## src/rtl/ervp_fifo_write_arbiter_if.sv

```systemverilog
// Write-side bundle between NUM_REQ producers, the arbiter and a single FIFO write port.
// slave = arbiter view, master = producer/FIFO side view.
interface ervp_fifo_write_arbiter_if #(
  parameter int NUM_REQ = 4,
  parameter int BW_DATA = 32
);
  logic [NUM_REQ-1:0]         req_wrequest;
  logic [NUM_REQ*BW_DATA-1:0] req_wdata;
  logic [NUM_REQ-1:0]         req_wlast;
  logic [NUM_REQ-1:0]         req_wready;
  logic                       fifo_wready;
  logic                       fifo_wrequest;
  logic [BW_DATA-1:0]         fifo_wdata;

  modport slave (
    input  req_wrequest, req_wdata, req_wlast, fifo_wready,
    output req_wready, fifo_wrequest, fifo_wdata
  );

  modport master (
    output req_wrequest, req_wdata, req_wlast, fifo_wready,
    input  req_wready, fifo_wrequest, fifo_wdata
  );
endinterface

```

## src/rtl/ervp_fifo_write_arbiter.sv

```systemverilog
// Round-robin arbiter sharing one FIFO write port among NUM_REQ producers, with registered
// grant, optional packet lock (wlast) or per-grant beat cap.
module ervp_fifo_write_arbiter #(
  parameter int NUM_REQ     = 4,
  parameter int BW_DATA     = 32,
  parameter int LOCK_PACKET = 1,
  parameter int MAX_BURST   = 16,
  parameter int BW_ID       = $clog2(NUM_REQ)
) (
  input  logic                      clk,
  input  logic                      rst,
  input  logic                      enable,
  input  logic                      clear,
  ervp_fifo_write_arbiter_if.slave  wport,
  output logic                      grant_valid,
  output logic [BW_ID-1:0]          grant_id
);

  localparam int               BW_CNT    = (MAX_BURST > 1) ? $clog2(MAX_BURST) : 1;
  localparam logic [BW_CNT-1:0] CNT_LIMIT = BW_CNT'(MAX_BURST - 1);
  localparam logic [BW_ID-1:0]  LAST_INIT = BW_ID'(NUM_REQ - 1);

  typedef enum logic {IDLE, GRANTED} state_t;

  state_t              state, state_n;
  logic [BW_ID-1:0]    grant_id_n;
  logic [BW_ID-1:0]    last, last_n;
  logic [BW_CNT-1:0]   beat_cnt, beat_cnt_n;

  logic                go, cur_req, cur_last, burst_end, accept, rel;
  logic [NUM_REQ-1:0]  ready;
  logic [NUM_REQ-1:0]  cand;
  logic [BW_ID-1:0]    base, winner;
  logic                found;

  // One search serves both cases: from last in IDLE, and from the current
  // holder (itself masked) when re-arbitrating at release.
  always_comb begin
    int unsigned pos;
    logic [BW_ID-1:0] pos_id;
    cand   = wport.req_wrequest;
    base   = last;
    found  = 1'b0;
    winner = '0;
    pos    = 0;
    pos_id = '0;
    if (state == GRANTED) begin
      cand[grant_id] = 1'b0;
      base           = grant_id;
    end
    for (int unsigned k = 1; k <= NUM_REQ; k++) begin
      pos    = (32'(base) + k) % NUM_REQ;
      pos_id = pos[BW_ID-1:0];
      if (!found && cand[pos_id]) begin
        found  = 1'b1;
        winner = pos_id;
      end
    end
  end

  always_comb begin
    go        = enable & ~clear;
    cur_req   = wport.req_wrequest[grant_id];
    cur_last  = wport.req_wlast[grant_id];
    burst_end = (beat_cnt == CNT_LIMIT);
    ready     = '0;
    if (state == GRANTED && go && wport.fifo_wready) ready[grant_id] = 1'b1;
    accept    = ready[grant_id] & cur_req;
    if (LOCK_PACKET != 0) rel = accept & cur_last;
    else                  rel = (accept & (cur_last | burst_end)) | ~cur_req;

    state_n    = state;
    grant_id_n = grant_id;
    last_n     = last;
    beat_cnt_n = beat_cnt;
    if (enable) begin
      if (clear) begin
        state_n    = IDLE;
        grant_id_n = '0;
        last_n     = LAST_INIT;
        beat_cnt_n = '0;
      end else if (state == IDLE) begin
        if (found) begin
          state_n    = GRANTED;
          grant_id_n = winner;
          beat_cnt_n = '0;
        end
      end else if (rel) begin
        last_n     = grant_id;
        beat_cnt_n = '0;
        if (found) grant_id_n = winner;
        else       state_n    = IDLE;
      end else if (accept) begin
        beat_cnt_n = beat_cnt + 1'b1;
      end
    end
  end

  always_ff @(posedge clk) begin
    if (rst) begin
      state    <= IDLE;
      grant_id <= '0;
      last     <= LAST_INIT;
      beat_cnt <= '0;
    end else begin
      state    <= state_n;
      grant_id <= grant_id_n;
      last     <= last_n;
      beat_cnt <= beat_cnt_n;
    end
  end

  assign grant_valid         = (state == GRANTED);
  assign wport.req_wready    = ready;
  assign wport.fifo_wrequest = accept;
  assign wport.fifo_wdata    = wport.req_wdata[BW_DATA*grant_id +: BW_DATA];

endmodule

```

## src/flat_wrapper.sv

```systemverilog
// flat-port wrapper written by rule: the top's interface ports become plain ports
module ervp_fifo_write_arbiter_flat 
#(
  parameter int NUM_REQ     = 4,
  parameter int BW_DATA     = 32,
  parameter int LOCK_PACKET = 1,
  parameter int MAX_BURST   = 16,
  parameter int BW_ID       = $clog2(NUM_REQ)
)
  (clk, rst, enable, clear, grant_valid, grant_id, wport_req_wrequest, wport_req_wdata, wport_req_wlast, wport_fifo_wready, wport_req_wready, wport_fifo_wrequest, wport_fifo_wdata);
  ervp_fifo_write_arbiter_if #(.NUM_REQ(NUM_REQ), .BW_DATA(BW_DATA)) wport_i ();
  input  logic clk;
  input  logic rst;
  input  logic enable;
  input  logic clear;
  output logic grant_valid;
  output logic [BW_ID-1:0] grant_id;
  input wire logic [$bits(wport_i.req_wrequest)-1:0] wport_req_wrequest;
  input wire logic [$bits(wport_i.req_wdata)-1:0] wport_req_wdata;
  input wire logic [$bits(wport_i.req_wlast)-1:0] wport_req_wlast;
  input wire logic [$bits(wport_i.fifo_wready)-1:0] wport_fifo_wready;
  output wire logic [$bits(wport_i.req_wready)-1:0] wport_req_wready;
  output wire logic [$bits(wport_i.fifo_wrequest)-1:0] wport_fifo_wrequest;
  output wire logic [$bits(wport_i.fifo_wdata)-1:0] wport_fifo_wdata;
  assign wport_i.req_wrequest = wport_req_wrequest;
  assign wport_i.req_wdata = wport_req_wdata;
  assign wport_i.req_wlast = wport_req_wlast;
  assign wport_i.fifo_wready = wport_fifo_wready;
  assign wport_req_wready = wport_i.req_wready;
  assign wport_fifo_wrequest = wport_i.fifo_wrequest;
  assign wport_fifo_wdata = wport_i.fifo_wdata;
  ervp_fifo_write_arbiter #(.NUM_REQ(NUM_REQ), .BW_DATA(BW_DATA), .LOCK_PACKET(LOCK_PACKET), .MAX_BURST(MAX_BURST), .BW_ID(BW_ID)) u_core (.clk(clk), .rst(rst), .enable(enable), .clear(clear), .wport(wport_i), .grant_valid(grant_valid), .grant_id(grant_id));
endmodule
```

## config.mk

```make
export PLATFORM = sky130hd
export DESIGN_NAME = ervp_fifo_write_arbiter_flat
export DESIGN_NICKNAME = d
export VERILOG_FILES = /design/src/rtl/ervp_fifo_write_arbiter_if.sv /design/src/rtl/ervp_fifo_write_arbiter.sv /design/src/flat_wrapper.sv
export SDC_FILE = /design/constraint.sdc
export NUM_CORES = 1
export LEC_CHECK = 0
export CORE_UTILIZATION = 26
export DETAILED_ROUTE_END_ITERATION = 7
export HOLD_SLACK_MARGIN = 0.12
export PLACE_DENSITY = 0.83
export SYNTH_ARGS = -nofsm -noshare
export SYNTH_HDL_FRONTEND = slang
export SYNTH_SLANG_ARGS = --single-unit
```

## constraint.sdc

```tcl
create_clock -name clk -period 2.3 [get_ports clk]
set_clock_uncertainty 0.15 [all_clocks]
set_input_delay 0.23 -clock clk [delete_from_list [all_inputs] [get_ports clk]]
set_output_delay 0.23 -clock clk [all_outputs]
set_load 0.05 [all_outputs]
```

### Word-level counts from Yosys, hierarchy flattened

Cells that the tools add are included.

* flip-flop bits (word level): 5
* latch bits: 0
* memory bits (writable): 0
* bits in read-only memories: 0
* bits of input ports: 141
* output and inout bits: 40
* logic and storage cells: 72
* memories kept: 0

* add/subtract/negate cells: 4
* multiply operators: 0
* div/mod/pow operators: 0
* $lt $le $gt $ge: 6
* eq/ne operators: 1
* shifts and indexed selects: 1
* multiplexer cells: 38
* bitwise gates (word level): 6
* reduce and logical (&&, ||, !) cells: 13

Operators with widths (number)
* 128-bit by 8-bit variable part select with 32-bit output: 1
* 2-bit 2-to-1 mux: 12
* 1-bit 2-to-1 mux: 16
* 2-bit by 3-bit less-than comparator with 1-bit output (second input constant): 5
* 1-bit binary-select mux with 2-bit select: 7
* 4-bit 2-to-1 mux: 2
* 1-bit logical AND: 6
* 2-bit by 1-bit adder with 2-bit output (second input constant): 2
* 2-bit adder (second input constant): 2
* 4-bit AND: 1
* 4-bit inverter: 1
* 2-bit nonzero test: 2
* 1-bit AND: 3
* 1-bit logical NOT: 3
* 3-bit inequality test (second input constant): 1
* 3-bit AND reduction: 1
* 1-bit demux with 2-bit select: 1
* 2-bit by 1-bit >= comparator with 1-bit output (second input constant): 1
* 2-bit AND reduction: 1
* 1-bit inverter: 1

### Depth between registers and ports, before layout

* word-level depth: 23
* depth in mapped cells: 6
* depth with buffers taken out: 5

### Worst setup path before layout

OpenSTA, ideal clock, no wires.

* kind: reg2out
* start: reg u_core.grant_id[1]
* end: out wport_req_wready[0]
* arrival: 2097 ps
* required time: 1920 ps
* setup slack: -177 ps
* cell stages (with the launch flop): 4
* path buffers: 2
* cells stage by stage: dfxtp_1 buf_2 buf_1 nor3_1

* word-level cells in the longest chain between the ends: 5
* elaborated cells on any way between the ends: 6
* those cells by class: order compare: 2; mux: 3; reduce/logical: 1

Ends and longest elaborated chain
* start, declared: line ervp_fifo_write_arbiter.sv:16 `output logic [BW_ID-1:0] grant_id`
* start signal, assigned: line ervp_fifo_write_arbiter.sv:107 `grant_id <= grant_id_n;`
* 2-bit by 3-bit less-than comparator with 1-bit output (not written as such) / 2-bit by 1-bit >= comparator with 1-bit output (equally long branches): line ervp_fifo_write_arbiter.sv:67 `if (state == GRANTED && go && wport.fifo_wready) ready[grant_id] = 1'b1;`
* 1-bit logical AND (not written as such): line ervp_fifo_write_arbiter.sv:67
* 1-bit 2-to-1 mux (not written as such): line ervp_fifo_write_arbiter.sv:67
* 1-bit demux with 2-bit select *
* 4-bit 2-to-1 mux *: line ervp_fifo_write_arbiter.sv:67
* end, declared: line flat_wrapper.sv:22 `output wire logic [$bits(wport_i.req_wready)-1:0] wport_req_wready;`

Mark *: on every way between the ends. The rest lies on a longest branch, timed or not.

### Worst setup path after layout

* start: reg u_core.grant_id[0]
* end: out wport_fifo_wdata[21]

* word-level cells in the longest chain between the ends: 1

Ends and longest elaborated chain
* 128-bit by 8-bit variable part select with 32-bit output: line ervp_fifo_write_arbiter.sv:116 `assign wport.fifo_wdata = wport.req_wdata[BW_DATA*grant_id +: BW_DATA];`
* end, declared: line flat_wrapper.sv:24 `output wire logic [$bits(wport_i.fifo_wdata)-1:0] wport_fifo_wdata;`

No other way between the ends.

==> results_dict.tcl <==
set metrics [dict create \
    worst_pin_slew_ns 0.499 \
    grt_pass1_wl_mm 9.45 \
    layout.area.seq_sq_um 103 \
    post-cts-setup-buffer-count 0 \
    peakVddDrop_v 0.000255 \
    fp.coreArea_sq_um 5110 \
    drt-total-wl_mm 6.77 \
    fin_area_sq_um 3280 \
    cp.arrival_ns 1.76 \
    grtUsageMet3_pct 11.0 \
    syn_area_sq_um 1380 \
    synthToLayoutAreaGrowth_pct 137 \
    nNetsFinal 436 \
    yosys.area_share.simple_pct 13.8 \
    place_area_sq_um 3230 \
    period_needed_ns 2.14 \
    start_util_pct 27.0 \
    dp_hpwl_mm 5.89 \
    p_per_area_nw_per_um2 296 \
    muxShareOfSynthArea_pct 58.3 \
    final_common_cell "clkdlybuf4s50_1" \
    synth-adder-area-share_pct 0 \
    n_fill_cell 399 \
    rsz0062_at_grt "false" \
    die_h_um 74.9 \
    hold_viol 0 \
    overflow 0 \
    report.final.slew_viol_count 0 \
    placedCellCount 360 \
    final_cells 364 \
    top_usage_layer "met2" \
    cts_buffers 3 \
    cp-start-kind "flip-flop" \
    drtPass1Iterations 4 \
    r2r_start "u_core.grant_valid" \
    setup_viol 0 \
    r2r_end "u_core.grant_id[1]" \
    grt_max_degree 23 \
    synth-compound-area-share_pct 13.5 \
    grt_pass1_vias 1889 \
    clk_pin_slew_ns 0.04 \
    holdCritStartpoint "u_core.last[1]" \
    ys_warn_count 0 \
    async_flop_share_pct 0 \
    drive_above_1_share_pct 30.6 \
    pin_count 181 \
    synth_xor_xnor_area_share_pct 0 \
    htreeDepth 1 \
    vias 1869 \
    synth_top_family_by_area "multiplexers" \
    cts_root_buffer "clkbuf_8" \
    post_cts_resized 0 \
    synth_ff_type "dfxtp_1" \
    critPathKind "reg -> out" \
    diodes 0 \
    final_cell_mix "141 x clkdlybuf4s50_1, 36 x buf_4, 32 x mux4_2" \
    synthCells 118 \
    multi_input_area_sq_um 1180 \
    hold_end "u_core.last[1]" \
    postCtsHoldBufs 0 \
    clock_path_buffers 2 \
    maxCapViolCount 0 \
    cp-end-kind "output port" \
    p_leak_nw 1.23 \
    grt_util_met2_pct 38.4 \
    drtIter0Drc 26 \
    slew_headroom_pct 66.7 \
    die_x_um 74.9 \
    drc 0 \
    rrSetupSlack_ns 0.34 \
    via_per_inst 5.13 \
    whs_path_depth 3 \
    antenna_left 0 \
    cp.required_ns 1.92 \
    dieArea_sq_um 5600 \
    use_met1_pct 26.0 \
    ys_seq_area_share_pct 7.25 \
    hold_path_class "reg -> reg" \
    track_usage_pct 22.9 \
    post_drt_wl_per_cell_um 18.6 \
    status "finished clean" \
    syn_area_per_cell_sq_um 11.7 \
    worst-r2r-cell-count 5 \
    clock-sinks 5 \
    ys_ff_latch 5 \
    io_buffer_count 180 \
    antenna_found_initial 1 \
    cts_tree "yes" \
    critPathMaxFanout 13 \
    finalCritPeriodShare_pct 92.9 \
    synth.net_count 259 \
    fp-row-count 26 \
    synth_edf_count 0 \
    ys_types 37 \
    fmax_mhz 468 \
    place_congestion 0.923 \
    insertion_delay_ns 0.23 \
]
logic make-up (layout without fill, tap and decap cells):
logic type | count (synthesis) | count (layout)
simple gates | 32 | 32
flops | 5 | 5
mux | 40 | 40
buf+inv | 18 | 194
compound gates | 23 | 23
worst max path at each step:
stage,start,endpoint
after floorplan,u_core.grant_id[1],wport_req_wready[0]
after global placement,wport_req_wrequest[0],u_core.grant_id[1]
after detailed placement,wport_req_wrequest[0],u_core.grant_id[1]
after CTS,u_core.grant_id[0],wport_fifo_wdata[24]
after global routing,u_core.grant_id[0],wport_fifo_wdata[21]
final,u_core.grant_id[0],wport_fifo_wdata[21]
area by class of cell:
cell class,count,share of cell area [%]
Timing Repair Buffer,185,56.2
Tap cell,70,2.67
Sequential cell,5,3.13
Clock buffer,4,1.37
Inverter,5,0.573
Multi-Input combinational cell,95,36.0
through the flow:
| step | setup TNS [ns] | utilization [%] | hold WS, ns | setup WS [ns] | total power [mW] |
|---|---|---|---|---|---|
| floorplan | -0.348 | - | 0.152 | -0.177 | 0.456 |
| global placement | 0 | 63.3 | 0.386 | 0.231 | 0.799 |
| detailed placement | 0 | 63.3 | 0.382 | 0.178 | 0.806 |
| CTS | 0 | 64.2 | 0.388 | 0.154 | 0.976 |
| global route | 0 | 64.2 | 0.405 | 0.0974 | 1.02 |
| finish | 0 | 64.2 | 0.393 | 0.164 | 0.970 |
sequential cells by signal, indices dropped and copies added (netlist names):
signal / cells
u_core.grant_valid: 1
u_core.last: 2
u_core.grant_id: 2
worst max-delay path, cell delays in order (launching register included):
cell,delay [ns]
dfxtp_2,0.49
buf_4,0.30
mux4_2,0.53
buf_4,0.21
where the power goes:
part	switching (mW)	internal [mW]
logic	0.322	0.381
clock network	0.0469	0.119
registers	0.0105	0.0903
synth_stat cells, drive strengths merged (4+ instances only):
| master | number | share of area [%] |
|---|---|---|
| mux4 | 32 | 52 |
| buf | 10 | 5.0 |
| nand2 | 7 | 1.9 |
| nor3 | 4 | 1.5 |
| nor2 | 4 | 1.1 |
| mux2i | 5 | 3.6 |
| and3 | 5 | 2.3 |
| dfxtp | 5 | 7.3 |
| inv | 5 | 1.4 |
per-layer routing:
| metal | share of wire, % | up-vias | routed length [um] |
|---|---|---|---|
| met2 | 49 | 121 | 3350 |
| met1 | 34 | 879 | 2330 |
| met3 | 14 | 13 | 948 |
| li1 | - | 856 | - |
| met5 | 0 | - | 0 |
| met4 | 2.1 | 0 | 142 |
No activity file was read; power rests on OpenSTA's default activity.
